$ cat src/rtl/therm_seq_pkg.sv
// Shared types and default widths for the serial thermometer to
// two's-complement sequencer.
//   state_e   : sequencer FSM states
//   TH_LEN_D  : default thermometer bits per code
//   AW_D      : default lookup address / ones-count width
//   DW_D      : default lookup data / result width
package therm_seq_pkg;

    typedef enum logic [1:0] {
        IDLE   = 2'd0,
        SHIFT  = 2'd1,
        LOOKUP = 2'd2,
        RESULT = 2'd3
    } state_e;

    localparam int TH_LEN_D = 31;
    localparam int AW_D     = 5;
    localparam int DW_D     = 5;

endpackage : therm_seq_pkg

$ cat src/rtl/therm_ones_counter.sv
// Ones counter for one serially delivered thermometer code.
// Tracks the saturating ones count and the bit index, flags the beat that
// carries the final bit, and (when THERM_CHECK_EN is defined) raises a
// sticky bubble flag when a 1 follows a 0 within the same code.
//   clk, rst  : clock, synchronous active-high reset
//   clr_i     : clear count/index/flag for a new code
//   beat_i    : a thermometer bit is accepted this cycle
//   bit_i     : the accepted bit value
//   count_o   : ones counted so far (AW bits, saturating)
//   last_o    : this beat carries bit TH_LEN-1
//   err_o     : bubble flag (constant 0 without THERM_CHECK_EN)
module therm_ones_counter #(
    parameter int TH_LEN = 31,
    parameter int AW     = 5
) (
    input  logic          clk,
    input  logic          rst,
    input  logic          clr_i,
    input  logic          beat_i,
    input  logic          bit_i,
    output logic [AW-1:0] count_o,
    output logic          last_o,
    output logic          err_o
);

    localparam logic [AW-1:0] LAST_IDX  = AW'(TH_LEN - 1);
    localparam logic [AW-1:0] COUNT_MAX = '1;

    logic [AW-1:0] count_q, count_d;
    logic [AW-1:0] idx_q, idx_d;

    always_comb begin
        count_d = count_q;
        idx_d   = idx_q;
        if (clr_i) begin
            count_d = '0;
            idx_d   = '0;
        end else if (beat_i) begin
            // Saturation cannot trigger for TH_LEN <= 2**AW-1, but keeps
            // oversize configurations from wrapping to a small count.
            if (bit_i && (count_q != COUNT_MAX))
                count_d = count_q + AW'(1);
            idx_d = idx_q + AW'(1);
        end
    end

    always_ff @(posedge clk) begin
        if (rst) begin
            count_q <= '0;
            idx_q   <= '0;
        end else begin
            count_q <= count_d;
            idx_q   <= idx_d;
        end
    end

    assign count_o = count_q;
    assign last_o  = beat_i && (idx_q == LAST_IDX);

`ifdef THERM_CHECK_EN
    logic seen_zero_q, seen_zero_d;
    logic err_q, err_d;

    always_comb begin
        seen_zero_d = seen_zero_q;
        err_d       = err_q;
        if (clr_i) begin
            seen_zero_d = 1'b0;
            err_d       = 1'b0;
        end else if (beat_i) begin
            if (!bit_i)
                seen_zero_d = 1'b1;
            else if (seen_zero_q)
                err_d = 1'b1;
        end
    end

    always_ff @(posedge clk) begin
        if (rst) begin
            seen_zero_q <= 1'b0;
            err_q       <= 1'b0;
        end else begin
            seen_zero_q <= seen_zero_d;
            err_q       <= err_d;
        end
    end

    assign err_o = err_q;
`else
    assign err_o = 1'b0;
`endif

endmodule : therm_ones_counter

$ cat src/rtl/therm_twos_comp_seq_ctrl.sv
// Sequencer for the serial thermometer -> two's-complement path.
// Accepts one thermometer code a bit per beat, addresses the external
// lookup memory with the ones count, and returns the memory word on a
// valid/ready result port. Optional bubble checking: THERM_CHECK_EN.
//   clk, rst     : clock, synchronous active-high reset
//   start        : begin a new code (IDLE only; otherwise dropped)
//   therm_bit    : serial thermometer bit, ones end first
//   therm_valid  : therm_bit qualifier
//   therm_ready  : high in SHIFT
//   rom_addr     : registered lookup address (updated in LOOKUP only)
//   rom_data     : lookup memory read data (combinational read)
//   out_data     : converted value
//   out_valid    : out_data valid, held until out_ready
//   out_ready    : consumer ready
//   busy         : high outside IDLE
//   therm_err    : bubble flag
module therm_twos_comp_seq_ctrl
    import therm_seq_pkg::*;
#(
    parameter int TH_LEN = TH_LEN_D,
    parameter int AW     = AW_D,
    parameter int DW     = DW_D
) (
    input  logic          clk,
    input  logic          rst,
    input  logic          start,
    input  logic          therm_bit,
    input  logic          therm_valid,
    output logic          therm_ready,
    output logic [AW-1:0] rom_addr,
    input  logic [DW-1:0] rom_data,
    output logic [DW-1:0] out_data,
    output logic          out_valid,
    input  logic          out_ready,
    output logic          busy,
    output logic          therm_err
);

    state_e        state_q, state_d;
    logic [AW-1:0] rom_addr_q, rom_addr_d;
    logic [DW-1:0] out_data_q, out_data_d;
    logic          out_valid_q, out_valid_d;

    logic          clr;
    logic          beat;
    logic [AW-1:0] count;
    logic          last_beat;

    assign clr  = (state_q == IDLE) && start;
    assign beat = (state_q == SHIFT) && therm_valid;

    therm_ones_counter #(
        .TH_LEN (TH_LEN),
        .AW     (AW)
    ) u_cnt (
        .clk     (clk),
        .rst     (rst),
        .clr_i   (clr),
        .beat_i  (beat),
        .bit_i   (therm_bit),
        .count_o (count),
        .last_o  (last_beat),
        .err_o   (therm_err)
    );

    always_comb begin
        state_d     = state_q;
        rom_addr_d  = rom_addr_q;
        out_data_d  = out_data_q;
        out_valid_d = out_valid_q;
        unique case (state_q)
            IDLE: begin
                if (start)
                    state_d = SHIFT;
            end
            SHIFT: begin
                if (last_beat)
                    state_d = LOOKUP;
            end
            LOOKUP: begin
                rom_addr_d = count;
                state_d    = RESULT;
            end
            RESULT: begin
                // out_valid is still low only on the entry cycle, which is
                // when the memory word for the new address is captured.
                if (!out_valid_q) begin
                    out_data_d  = rom_data;
                    out_valid_d = 1'b1;
                end else if (out_ready) begin
                    out_valid_d = 1'b0;
                    state_d     = IDLE;
                end
            end
            default: state_d = IDLE;
        endcase
    end

    always_ff @(posedge clk) begin
        if (rst) begin
            state_q     <= IDLE;
            rom_addr_q  <= '0;
            out_data_q  <= '0;
            out_valid_q <= 1'b0;
        end else begin
            state_q     <= state_d;
            rom_addr_q  <= rom_addr_d;
            out_data_q  <= out_data_d;
            out_valid_q <= out_valid_d;
        end
    end

    assign therm_ready = (state_q == SHIFT);
    assign busy        = (state_q != IDLE);
    assign rom_addr    = rom_addr_q;
    assign out_data    = out_data_q;
    assign out_valid   = out_valid_q;

endmodule : therm_twos_comp_seq_ctrl

$ cat config.mk
export PLATFORM = sky130hd
export DESIGN_NAME = therm_twos_comp_seq_ctrl
export DESIGN_NICKNAME = d
export VERILOG_FILES = /design/src/rtl/therm_seq_pkg.sv /design/src/rtl/therm_ones_counter.sv /design/src/rtl/therm_twos_comp_seq_ctrl.sv
export SDC_FILE = /design/constraint.sdc
export NUM_CORES = 1
export LEC_CHECK = 0
export CORE_ASPECT_RATIO = 2
export CORE_MARGIN = 2
export CORE_UTILIZATION = 27
export DETAILED_ROUTE_END_ITERATION = 10
export SETUP_SLACK_MARGIN = 0.05
export SYNTH_ARGS = -nofsm -noshare
export SYNTH_HDL_FRONTEND = slang
export SYNTH_SLANG_ARGS = --single-unit
$ cat constraint.sdc
create_clock -name clk -period 2.1 [get_ports clk]
set_input_delay 0.21 -clock clk [delete_from_list [all_inputs] [get_ports clk]]
set_output_delay 0.21 -clock clk [all_outputs]
set_load 0.005 [all_outputs]
# Word-level counts from Yosys, hierarchy flattened
# Index checks and enable logic that the tools add are counted.
[totals] reg_bits=23 in_bits=11 elab_cells=35
[classes] add_sub_neg=2 n_eq_ne=9 bitwise=1 n_mux=7 reduce_logical=10
[op_table] operator="$add A5 B1 Y5 const B" count=2
[op_table] operator="$mux W2" count=4
[op_table] operator="$pmux W2 S4" count=1
[op_table] operator="$ne A2 B2 Y1 const B" count=3
[op_table] operator="$eq A5 B5 Y1 const B" count=1
[op_table] operator="$ne A5 B5 Y1 const B" count=1
[op_table] operator="$eq A2 B2 Y1 const B" count=2
[op_table] operator="$logic_and A1 B1 Y1" count=4
[op_table] operator="$reduce_and A2 Y1" count=2
[op_table] operator="$reduce_and A4 Y1" count=1
[op_table] operator="$eq A2 B1 Y1 const B" count=1
[op_table] operator="$logic_not A2 Y1" count=1
[op_table] operator="$mux W1" count=2
[op_table] operator="$ne A2 B1 Y1 const B" count=1
[op_table] operator="$reduce_bool A2 Y1" count=1
[op_table] operator="$reduce_or A2 Y1" count=1
[op_table] operator="$not A1 Y1" count=1

# Depth between registers and ports, before layout
# Gate-level depths: netlist (run 1).
[logic_depth] word_depth=5 mapped_depth=8 depth_no_buf=7

# Cells and area by module
# From an unflattened synthesis (run 1), not the netlist that was laid out.
[hier_totals] cells_unflattened=111 area_unflattened_um2=1071.0
[by_module_without_submodules] mod="therm_twos_comp_seq_ctrl" area_per_inst_um2=584.3 seq_area_each_um2=260.2 instances=1 cells_per_inst=60
[by_module_without_submodules] mod="therm_ones_counter" area_per_inst_um2=486.7 seq_area_each_um2=200.2 instances=1 cells_per_inst=51

# Least setup slack after synthesis (run 1)
# OpenSTA, ideal clock, no wires.
[synth_timing] kind="register -> register" start="register u_cnt.count_q[0], in the netlist u_cnt.count_o[0]" end="register u_cnt.count_q[3], in the netlist u_cnt.count_o[3]" period_less_slack_ns=1.626 setup_slack_ns=0.474 arrival_time_ns=1.498 required_ns=1.972 path_stages_with_launch=9 cell_sequence="dfxtp_1 > ha_1 > and3_1 > ha_1 > and4b_1 > buf_2 > nand4_1 > xor2_1 > nor2_1"
[synth_via] elab_chain_len=3 word_cells_on_any_way=4 classes_between="add/sub: 1; eq/ne: 1; reduce/logical: 2"
[synth_lines] element="from (decl)" line="therm_ones_counter.sv:29" source="logic [AW-1:0] count_q, count_d;"
[synth_lines] element="from (signal assigned)" line="therm_ones_counter.sv:52" source="count_q <= count_d;"
[synth_lines] element="branches (longest 3 deep; another with $add A5 B1 Y5)"
# Several ways; the timed one is not identified.
# A chain may end at the register's enable or synchronous reset.

# Worst setup path in the final report (run 1)
[layout_timing] start="register state_q[0]" end="output busy"
[layout_via] elab_chain_len=1
[layout_lines] element="from (decl)" line="therm_twos_comp_seq_ctrl.sv:39" source="state_e state_q, state_d;"
[layout_lines] element="from (signal assigned)" line="therm_twos_comp_seq_ctrl.sv:106" source="state_q <= state_d;"
[layout_lines] element="$reduce_bool A2 Y1" line="therm_twos_comp_seq_ctrl.sv:114" source="assign busy = (state_q != IDLE);"
[layout_lines] element="to (decl)" line="therm_twos_comp_seq_ctrl.sv:35" source="output logic busy,"
# No other way between the ends.

==> results.md, run 1 <==
* Met3 GRT Util at 1.75%
* Crit path DAT at ~1.5 ns
* Number of gates resized after CTS at 0
* Avg Synthesized Cell Area at slightly above 9 sq um
* DR iter-0 viols at 6
* Via Count at a little over 800
* Final Critical Period at ~1.7 ns
* Top FF cell, synth: dfxtp_1
* Compound-Gate Fraction of Synth Area at under 10%
* H-tree depth at 1
* Clk_lat worst skew at 0.26 ns
* Ys async rst share at 0%
* Most area-consuming cells after synthesis: dfxtp_1 44%, ha_1 11%, mux2i_1 9.5%
* CTS Buf Count at 3
* Main combinational cell family by area after synthesis: simple AND/OR/NAND/NOR gates
* Worst Setup Start Kind: flop
* Crit-path cells: inv_1 > ha_1 > inv_1 > clkdlybuf4s50_1
* LEAKAGE at 0.519 nW
* Slowest cell on the critical path: clkdlybuf4s50_1
* Cell area after synthesis at between 0.001 and 0.0015 sq mm
* Number of synthesized flops with an enable pin at 0
* Synthesized Nets at 134
* Crit end category: primary output
* Top-area cell type share of the netlist area at approximately 44%
* Post-CTS setup repair buffer count at 0
* Die area at roughly 0.0045 sq mm
* Non-Filler Instances at ~190
* Commonest cells in the netlist: 23 x dfxtp_1, 21 x nor2_1, 10 x mux2i_1, 9 x ha_1, 7 x nand2_1
* Critical path's most frequent cell: inv_1
* Gr busiest metal: met2
* Synth Instances at around 110
* YS warnings at 0
* DRC at 0
* Hold_ws at between 0.4 and 0.5 ns
* Worst-Margin Slew at ~0.57 ns
* Global Route Usage Sum at roughly 11%
* Met1 Use GR at 12.1%
* Slew HR at 62.2%
* Total power draw at ~1.1 mW
* Std cell rows at 32
* Total negative setup slack at 0 ns
* Met2 usage at a little under a fifth
* Worst path required time at roughly 1.9 ns
* Starting Density at between 20% and 30%
* Peak supply drop at 0.000404 V
* Most frequent cell after synthesis: dfxtp_1
* Dpl cell area at 0.00132 sq mm
* Layout cells sized above 1 at under 10%
* DRT Pass-1 Iters at 2
* Vias in the first global route at between 800 and 900
* Chip Width at between 40 and 50 um
* Initial antenna violation count at 0
* Hold buffers post-CTS at 0
* DR WL/cell at approximately 12 um
* Post-Synth Adder-Cell Area at 10.7%
* Routed vias/inst at 4.39
* Final Hold Vio Count at 0
* Distinct cells, synth at 29
* DP HPWL at approximately 1700 um
* Max-cap violations at 0
* GRT overflow at 0
* Sink Count at 23
* CP max stage delay at roughly 0.5 ns
* Post-Route WL at 2140 um
* Mux share of post-synthesis cell area at under 10%
* Max FO, Critical Path at 4
* Xor and xnor area share after synthesis at under 10%
* Antenna diodes at 0
* Core area at 0.00380 sq mm
* HP Class: flop to flop
* F_max at 576 MHz
* First-pass GRT wire length at 3640 um
* CTS tree: yes
* Skew final at 0.00161 ns
* RSZ-0062 raised after global routing: false
* Largest net degree at the start of global routing at 14
* Clock root buffer: clkbuf_8
* Antenna-violating nets left at 0
* Sequential area share after synthesis at roughly 44%
* Post-layout instance area at approximately 0.0014 sq mm
* Period utilisation layout at between 80% and 90%
* Layout area overhead at 28.8%
* Synth Area in Simple Gates at about 17%
* CTS clk-pin slew, worst paths at roughly 0.080 ns
* I/O Pins at 25
* Critical path class: flop to primary output
* Pwr Density at 812 mW/mm^2
* Clk buf depth at 2
* Port Buffers at 23
* Slew Limit Fails at 0
* Leading area contributor after synthesis: dfxtp_1
* Synthesized flop and latch total at 23
* Setup violators final at 0
* Placed Cells at roughly 180
* Status: finished, final reports clean
* Die height at ~90 um
* GP Congestion at between 0.6 and 0.7
* Fin nets at roughly 160
[path summary, 6_finish.rpt]
kind / start / end / slack (ns) / cells after the start
hold / removal: u_cnt.idx_q[4] / u_cnt.idx_q[4] / 0.50 / 2
setup / recovery: state_q[0] / busy / 0.36 / 4
setup reg to reg: u_cnt.count_o[0] / u_cnt.count_o[3] / 0.38 / 7
hold reg to reg: u_cnt.idx_q[4] / u_cnt.idx_q[4] / 0.50 / 2
[final cells by class]
class	instances	area [sq um]
sequential	23	460
clock buffer	3	41.3
multi-input combinational	78	534
timing repair buffer	24	238
tap	51	63.8
clock inverter	1	5.00
inverter	5	18.8
fill	412	2440
[layer usage]
| metal | vias to the layer above | part of all wire, % |
|---|---|---|
| met1 | 384 | 40 |
| met5 | - | 0 |
| li1 | 411 | - |
| met4 | 0 | 1.3 |
| met3 | 2 | 3.2 |
| met2 | 15 | 55 |
[flip-flops by register name, summed over array words and instances, names as in the netlist]
signal / count
u_cnt.count_o: 5
u_cnt.idx_q: 5
rom_addr: 5
out_data: 5
out_valid: 1
state_q: 2
[cells by family (layout without fill, tap and decap cells)]
group | count (synthesis) | after routing
AND/OR/NAND/NOR | 39 | 39
multiplexers | 10 | 10
buffers and inverters | 13 | 33
other | 1 | 1
XOR/XNOR | 6 | 6
flip-flops | 23 | 23
adder cells (fa/ha/maj) | 9 | 9
AO/OA/AOI/OAI | 13 | 13
[worst max-delay path: cells and delay by family, from the launching register on]
kind       cells  cell delay (ns)
buf+inv        3             0.67
flops          1             0.37
fa+ha+maj      1             0.23
[per-stage QoR]
stage          utilization (%)  setup WS [ns]
5_1_grt                   35.8          0.213
3_3_place_gp              34.6          0.444
2_1_floorplan                -          0.474
4_1_cts                   35.8          0.346
3_5_place_dp              34.6          0.374
6_report                  35.8          0.363
[where the power goes]
part	internal (mW)	switching, mW	total, mW
clock	0.132	0.139	0.271
combinational	0.164	0.173	0.337
sequential	0.469	0.0283	0.497
total	0.765	0.341	1.11
[placed cells by master (no fill, tap or decap), types with 2 or more instances in the layout]
cell	synthesis	final
xnor2_1	2	2
dfxtp_1	23	23
ha_1	9	9
clkdlybuf4s50_1	0	23
nand2_1	7	7
xor2_1	4	4
clkbuf_8	0	3
o21ai_0	4	4
a21oi_1	3	3
nand4_1	2	2
nor2_1	21	21
inv_1	5	5
mux2i_1	10	10
nand3_1	2	2
o41ai_1	2	2
Power figures use the tool's default switching activity.
==> inputs of run 2 (changes only) <==
==> constraint.sdc (replaced) <==
create_clock -name clk -period 1.4 [get_ports clk]
set_input_delay 0.14 -clock clk [delete_from_list [all_inputs] [get_ports clk]]
set_output_delay 0.14 -clock clk [all_outputs]
set_load 0.005 [all_outputs]
==> run 2 against run 1 <==
Net effect: the flow now finishes with violations (negative setup slack); wire length grew 14%; clock-buffer cell count stayed put; power is 72% higher; flip-flop and latch count stayed put; global-route usage up 1.8 points; final cell count is 5.9% higher; non-clock buffer count rose by 11; via count up 6.7%; critical endpoint is now u_cnt.count_o[3]; largest cell class unchanged; highest routed layer unchanged.
==> results.md, run 2 (same netlist as run 1, synthesis figures left out) <==
* Total negative setup slack at -0.557 ns
* Worst Setup SP: u_cnt.count_o[1]
* Non-Filler Instances at just under 200
* Final Critical Period at roughly 1.5 ns
* Reg2reg path depth at 7
* DP HPWL at ~1800 um
* GP Congestion at between 0.6 and 0.7
* WHS Path Cells at 3
* CTS tree: yes
* Chip Width at ~48 um
* Vias in the first global route at 961
* Routed vias/inst at approximately 4.4
* Port Buffers at 23
* H-tree depth at 1
* Initial antenna violation count at 0
* Sink Count at 23
* Layout area overhead at 48.4%
* Internal power at between 1 and 1.5 mW
* Dpl cell area at roughly 0.0014 sq mm
* CTS clk-pin slew, worst paths at approximately 0.08 ns
* Reg-to-Reg Start: u_cnt.count_o[1]
* First-pass GRT wire length at 4050 um
* DR WL/cell at 12.4 um
* Starting Density at between 20% and 30%
* Most frequent cells in the layout: 21 x nor2_1, 21 x clkdlybuf4s50_1, 18 x dfxtp_1
* Clock share of power at 22.3%
* Skew final at approximately 0.0032 ns
* Std cell rows at 32
* GRT overflow at 0
* RSZ-0062 raised after global routing: true
* Global Route Usage Sum at 12.7%
* CTS Buf Count at 3
* HP Class: input pin to flop
* Layout cells sized above 1 at between 20% and 30%
* Worst path required time at between 1.5 and 2 ns
* Peak supply drop at between 0.0005 and 0.0006 V
* DR iter-0 viols at 7
* Switching share of power at 32.6%
* F_max at 647 MHz
* Hold buffers post-CTS at 0
* Setup violators final at 5
* Pwr Density at 1210 mW/mm^2
* Combinational Power Share at between 30% and 40%
* Sw Pwr at around 0.62 mW
* Clk_lat worst skew at 0.27 ns
* LEAKAGE at approximately 0.6 nW
* Core area at between 0.003 and 0.004 sq mm
* Max FO, Critical Path at 3
* Clock root buffer: clkbuf_8
* Critical path class: flop to flop
* Antenna-violating nets left at 0
* Sequential power share at between 30% and 40%
* Placed Cells at 190
* Max-cap violations at 0
* Violations in the final reports: negative setup slack
* Worst Setup Start Kind: flop
* Crit path DAT at 1.70 ns
* Clk buf depth at 2
* DRT Pass-1 Iters at 4
* Final Hold Vio Count at 0
* Via Count at 866
* Die height at 92.5 um
* Period utilisation layout at 110%
* Antenna diodes at 0
* Status: complete, but fails checks
* Die area at 0.00446 sq mm
* Post-Route WL at about 2400 um
* Post-layout instance area at around 0.0016 sq mm
* DRC at 0
* Crit end category: flop
* I/O Pins at 25
* Hold Crit Start: rom_data[0]
* Fin nets at around 170
* Largest net degree at the start of global routing at 14
* Final worst slack at -0.145 ns
* Slew Limit Fails at 0
run 2: power groups by stage:
stage                     Combinational (mW)  Clock (mW)  Sequential (mW)
after global routing                   0.800       0.470            0.763
final                                  0.723       0.424            0.755
after floorplan                        0.351           0            0.760
after global placement                 0.543           0            0.764
after detailed placement               0.564           0            0.766
after CTS                              0.633       0.432            0.749
run 2: final cells by class:
cell class	instances	area (sq um)
fillers	389	2230
inverters	5	21.3
clock buffers	3	41.3
repair buffers	35	329
clock inverters	1	5.00
multi-input cells	78	642
flip-flops and latches	23	467
well taps	51	63.8
run 2: through the flow:
stage               util [%]  hold WS (ns)  power (mW)  setup slack [ns]
global route            41.3         0.486        2.03            -0.239
CTS                     40.0         0.477        1.81            -0.145
finish                  41.3         0.471        1.90            -0.145
detailed placement      37.2         0.484        1.33            -0.134
floorplan                  -         0.287        1.11            -0.168
global placement        37.2         0.472        1.31            -0.107
run 2: timing repair:
| item | CTS | global route |
|---|---|---|
| buffers inserted | 2 | 0 |
| hold endpoints to repair | 0 | 0 |
| cloned | 0 | 0 |
| gates resized for setup | 15 | 13 |
| pin swaps | 8 | 4 |
| endpoints found under the setup margin | 10 | 15 |
run 2: worst max-delay path: stages (launching register included):
cell	delay (ns)
dfxtp_2	0.34
ha_4	0.16
and3_4	0.18
ha_4	0.14
and4b_2	0.31
nand4_1	0.11
xor2_1	0.14
nor2_1	0.05
run 2: worst paths after layout:
check,endpoint,slack [ns]
worst max-delay path,u_cnt.count_o[3],-0.14
worst min-delay path,out_data[0],0.47
worst max register to register,u_cnt.count_o[3],-0.14
worst min register to register,out_data[2],0.51
run 2: routing by layer:
layer,vias up,track usage [%],routed length [um]
li1,438,-,-
met1,400,12.6,905
met2,22,22.1,1350
met4,0,6.98,61
met3,6,2.92,111
met5,-,0,0
==> inputs of run 3 (changes only) <==
--- a/config.mk
+++ b/config.mk
@@ -6,7 +6,7 @@
 export NUM_CORES = 1
 export LEC_CHECK = 0
 export CORE_ASPECT_RATIO = 2
-export CORE_MARGIN = 2
+export CORE_MARGIN = 5
 export CORE_UTILIZATION = 27
 export DETAILED_ROUTE_END_ITERATION = 10
 export SETUP_SLACK_MARGIN = 0.05
==> run 3 against run 2 <==
Net effect: the run still ends with negative setup slack left; worst hold slack gained 0.019 ns; wire length shrank 1.9%; sequential share of layout area grew 0.58 points; final area shrank 1.9%; non-clock buffer count grew 1.
==> results.md, run 3 (same netlist as run 1, synthesis figures left out) <==
* CTS tree: yes
* DR iter-0 viols at 10
* Crit path DAT at 1.67 ns
* Final Hold Vio Count at 0
* CTS Buf Count at 3
* Total power draw at 1.83 mW
* Std cell rows at 32
* Fin nets at about 170
* GRT overflow at 0
* Layout area overhead at 45.6%
* Worst Setup Start Kind: flop
* Critical path class: flop to flop
* Via Count at 856
* Slack of the worst reg-to-reg path at -0.12 ns
* Status: complete, but fails checks
* First-pass GRT wire length at roughly 4000 um
* Skew final at approximately 0.0037 ns
* Post-Route WL at approximately 2400 um
* Clock share of power at between 20% and 30%
* Peak supply drop at between 0.0008 and 0.0009 V
* F_max at around 660 MHz
* DP HPWL at ~1800 um
* Violations in the final reports: negative setup slack
* Starting Density at approximately 28%
* Worst path required time at 1.55 ns
* Routed vias/inst at about 4.3
* Final Critical Period at roughly 1.5 ns
* Slowest cell on the critical path: dfxtp_2
* Internal power at ~1.2 mW
* DR WL/cell at roughly 12 um
* DRC at 0
* Die height at between 90 and 100 um
* HP Class: input pin to flop
* DRT Pass-1 Iters at 3
* Antenna-violating nets left at 0
* Switching share of power at between 30% and 40%
* Sw Pwr at between 0.5 and 0.6 mW
* Non-Filler Instances at 197
* Clock root buffer: clkbuf_8
* Port Buffers at 23
* Post-layout instance area at about 0.0015 sq mm
* Pwr Density at between 1000 and 1500 mW/mm^2
* Setup violators final at 5
* CTS clk-pin slew, worst paths at 0.08 ns
* Sink Count at 23
* Die area at between 0.005 and 0.006 sq mm
* Period utilisation layout at 109%
* Largest net degree at the start of global routing at 14
* Vias in the first global route at approximately 970
* Layout cells sized above 1 at around a quarter
* CP max stage delay at between 0.3 and 0.4 ns
* GP Congestion at about 0.74
* Clk buf depth at 2
* Chip Width at approximately 54 um
* Global Route Usage Sum at 9.92%
* Crit end category: flop
* Sequential power share at 41.2%
* Dpl cell area at 0.00142 sq mm
* Final worst slack at -0.124 ns
* RSZ-0062 raised after global routing: true
* I/O Pins at 25
* Combinational Power Share at 36.4%
* Clk_lat worst skew at about 0.26 ns
* Most frequent cells in the layout: 21 x nor2_1, 21 x clkdlybuf4s50_1, 18 x dfxtp_1
* Slew Limit Fails at 0
* LEAKAGE at about 0.6 nW
* Core area at approximately 0.0038 sq mm
* Crit-path cells: ha_4 > and3_4 > ha_4 > and4b_1 > nand4_1 > xor2_1 > nor2_1
* Antenna diodes at 0
* Max FO, Critical Path at 3
* Initial antenna violation count at 0
* Max-cap violations at 0
* Placed Cells at 190
* Critical path's most frequent cell: ha_4
* H-tree depth at 1
## run 3: changes by cell type in the layout (fill, tap and decap cells not counted), sizes merged
| cell | before | now |
|---|---|---|
| buf | 12 | 13 |
## run 3: final timing paths
kind,from,to,cells past startpoint
min reg2reg,u_cnt.idx_q[4],u_cnt.idx_q[4],2
min,rom_data[2],out_data[2],3
max reg2reg,u_cnt.count_o[1],u_cnt.count_o[3],7
max,u_cnt.count_o[1],u_cnt.count_o[3],7
## run 3: what timing repair did
item,in CTS,in global routing
setup endpoints to repair,10,15
pin swaps,4,6
gates resized for setup,11,8
hold buffers,0,0
buffers inserted,3,0
## run 3: stage by stage
| stage | hold WS [ns] | setup WS [ns] | TNS [ns] | util, % |
|---|---|---|---|---|
| 6_report | 0.490 | -0.124 | -0.471 | 40.0 |
| 2_1_floorplan | 0.287 | -0.168 | -0.313 | - |
| 4_1_cts | 0.488 | -0.123 | -0.522 | 39.4 |
| 5_1_grt | 0.493 | -0.196 | -0.852 | 40.0 |
| 3_3_place_gp | 0.477 | -0.111 | -0.387 | 36.8 |
| 3_5_place_dp | 0.485 | -0.129 | -0.486 | 36.8 |
## run 3: per-layer routing
metal	vias to the layer above	routed length [um]	track usage [%]
met4	0	44	4.80
met3	5	95	2.27
met1	396	859	9.80
met2	19	1390	18.0
li1	436	-	-
met5	-	0	0
## run 3: power by group through the flow
stage	combinational (mW)	sequential [mW]	clock (mW)
5_1_grt	0.731	0.761	0.454
2_1_floorplan	0.351	0.760	0
6_report	0.667	0.753	0.410
3_3_place_gp	0.549	0.762	0
4_1_cts	0.645	0.745	0.429
3_5_place_dp	0.576	0.767	0
## run 3: area by class of cell
type	count	area, sq um
fillers	407	2300
multi-input cells	78	612
flip-flops and latches	23	467
repair buffers	36	329
well taps	51	63.8
clock buffers	3	41.3
inverters	5	21.3
clock inverters	1	5.00
## run 3: critical path: cells and delay by family (launching register included)
kind | cells | cell delay, ns
XOR/XNOR | 1 | 0.15
adder cells (fa/ha/maj) | 2 | 0.30
AND/OR/NAND/NOR | 4 | 0.62
flip-flops | 1 | 0.34
==> RTL edit: new RTL, flow settings as in run 1 <==
Encoding of `state_e`: now one-hot (4 bits for 4 states).
--- a/src/rtl/therm_seq_pkg.sv
+++ b/src/rtl/therm_seq_pkg.sv
@@ -8,7 +8,7 @@
 
-    typedef enum logic [1:0] {
-        IDLE   = 2'd0,
-        SHIFT  = 2'd1,
-        LOOKUP = 2'd2,
-        RESULT = 2'd3
+    typedef enum logic [3:0] {
+        IDLE   = 4'b0001,
+        SHIFT  = 4'b0010,
+        LOOKUP = 4'b0100,
+        RESULT = 4'b1000
     } state_e;
Formal check against the unedited RTL: same outputs for any inputs over 10 cycles, from zero or initial values and one cycle with rst high; not proved beyond that.
==> RTL edit against run 1 <==
Wire length increased by 7.1%; synthesized cell count increased by 0.88%; final cell count increased by 2.7%; synthesized area increased by 7.1%; via count increased by 7.0%; count of clock-buffer cells in the layout unchanged; final area increased by 7.3%; sequential cell count increased by 2; worst setup slack got worse by 0.25 ns; critical path type unchanged; critical endpoint is now therm_ready; highest routed layer unchanged.
Power is not compared: it rests on default switching activity, and its combinational part moved more than twofold at a synthesized area within 25%.
==> RTL edit: results (changes against run 1) <==
** Route
- The routed length on met1 is 888 um (was 854 um).
- The length of the first detailed-routing pass in iterations is 4 (was 2).
- The via total after detailed routing was 869 (was 812).
- Iteration-0 DRC Markers :: 21 (was 6)
- The number of vias per cell came to 4.57 (was 4.39).
- The wire length on met2 came to 1240 um (was 1190 um).

** Placed design
- The routability congestion estimate came to 0.835 (was 0.671).
- The cell count after placement is 186 (was 181).
- Worst slack after detailed placement :: 0.262 ns (was 0.374 ns)
- The detailed-placement wirelength estimate was 1830 um (was 1680 um).

** Worst setup path
- The signal arrival time at the worst endpoint came to 1.77 ns (was 1.53 ns).
- The critical path's largest stage delay came to 0.57 ns (was 0.50 ns).
- Worst-path fanout max :: 7 (was 4)
- The slowest library cell on the worst path is sky130_fd_sc_hd__or4b_4 (was sky130_fd_sc_hd__clkdlybuf4s50_1).

** Synth
- Cell variety after synth :: 35 (was 29)
- Cell types with the highest counts after synthesis :: sky130_fd_sc_hd__dfxtp_1, sky130_fd_sc_hd__nor2_1, sky130_fd_sc_hd__mux2i_1 (unchanged)
- Cell types occupying the most area after synthesis :: sky130_fd_sc_hd__dfxtp_1, sky130_fd_sc_hd__mux2i_1, sky130_fd_sc_hd__nor2_1, sky130_fd_sc_hd__ha_1, sky130_fd_sc_hd__xnor2_1 (was sky130_fd_sc_hd__dfxtp_1, sky130_fd_sc_hd__ha_1, sky130_fd_sc_hd__mux2i_1, sky130_fd_sc_hd__nor2_1, sky130_fd_sc_hd__xor2_1)
- Number of instances in the synthesized netlist :: 115 (was 114)
- Seq/Total Area, Yosys :: 44.2% (was 43.6%)
- The number of nets produced by synthesis was 130 (was 134).

** Global routing
- The met3 track demand over resource in global routing came to 2.35% (was 1.75%).
- Initial antenna violation count :: 0 (unchanged)
- Via count of the first global-routing pass :: 863 (unchanged)
- The pin count of the biggest net entering global routing came to 16 (was 14).
- The wire length of the first global-routing pass is 3760 um (was 3640 um).
- The global-route met2 utilization is 19.8% (was 19.0%).

** STA
- The final worst clock skew is 0.00862 ns (was 0.00161 ns).
- Transition time at the pin with the least slew margin :: 0.500 ns (was 0.566 ns)

** Outcome
- Outcome :: finished clean (unchanged)

** Power and ir drop
- Maximum vdd drop :: 0.343 mV
- Power spread over the standard cell area amounts to ~570 nW/um^2.

** Clocking
- The clock insertion delay at the later pin of the skew report came to 0.26 ns (about the same).
- The number of levels in the clock H-tree was 1 (unchanged).

** Final layout
- The fraction of final layout cells with drive strength greater than 1 is 14.5% (was 4.48%).
- Antenna diode instance count :: 0 (unchanged)
- The final net count is 154 (was 155).

** Worst hold path
- The class of the worst hold path was reg2reg (unchanged).
RTL edit: final cells by class:
type,count,area [um^2]
well taps,52,65.1
fillers,426,2590
clock buffers,3,41.3
clock inverters,1,5.00
flip-flops and latches,25,504
multi-input cells,80,579
repair buffers,25,245
inverters,4,20.0
RTL edit: cells by family (layout without fill, tap and decap cells):
family                     after synthesis  after routing  share of synthesized area (%)
DFF                                     25             25                           44.2
buffers and inverters                   10             33                           4.97
xor gates and xnor gates                 7              7                           5.41
and+or+nand+nor                         48             48                           24.9
AOI/OAI and AO/OA                        8              8                           5.19
muxes                                   12             12                           10.6
other                                    1              1                          0.331
adders and majority gates                4              4                           4.42
RTL edit: repair_timing:
action,in CTS,in global routing
endpoints found under the hold margin,0,0
setup endpoints to repair,1,1
pin swaps,0,0
gates resized for setup,2,3
RTL edit: power breakdown:
| group | switching (W) | internal, W |
|---|---|---|
| clock network | 0.000142 | 0.000132 |
| logic | 0.0000355 | 0.0000407 |
| registers | 0.00000819 | 0.000479 |
RTL edit: final timing paths:
| check | from | endpoint | slack, ns | depth (start not counted) |
|---|---|---|---|---|
| max | state_q[3]$_SDFFE_PP0P_ | therm_ready | 0.12 | 3 |
| min reg2reg | out_data[0]$_SDFFE_PP0P_ | out_data[0]$_SDFFE_PP0P_ | 0.51 | 2 |
| min | out_data[0]$_SDFFE_PP0P_ | out_data[0]$_SDFFE_PP0P_ | 0.51 | 2 |
| max reg2reg | u_cnt.count_o[0]$_SDFFE_PP0P_ | u_cnt.count_o[4]$_SDFFE_PP0P_ | 0.26 | 7 |
RTL edit: worst reg2reg max path: cells and delay by family (launching register included):
family                   cells  cell delay (ns)
multiplexers                 1             0.21
AND/OR/NAND/NOR              4             0.77
adder cells (fa/ha/maj)      2             0.39
flip-flops                   1             0.35
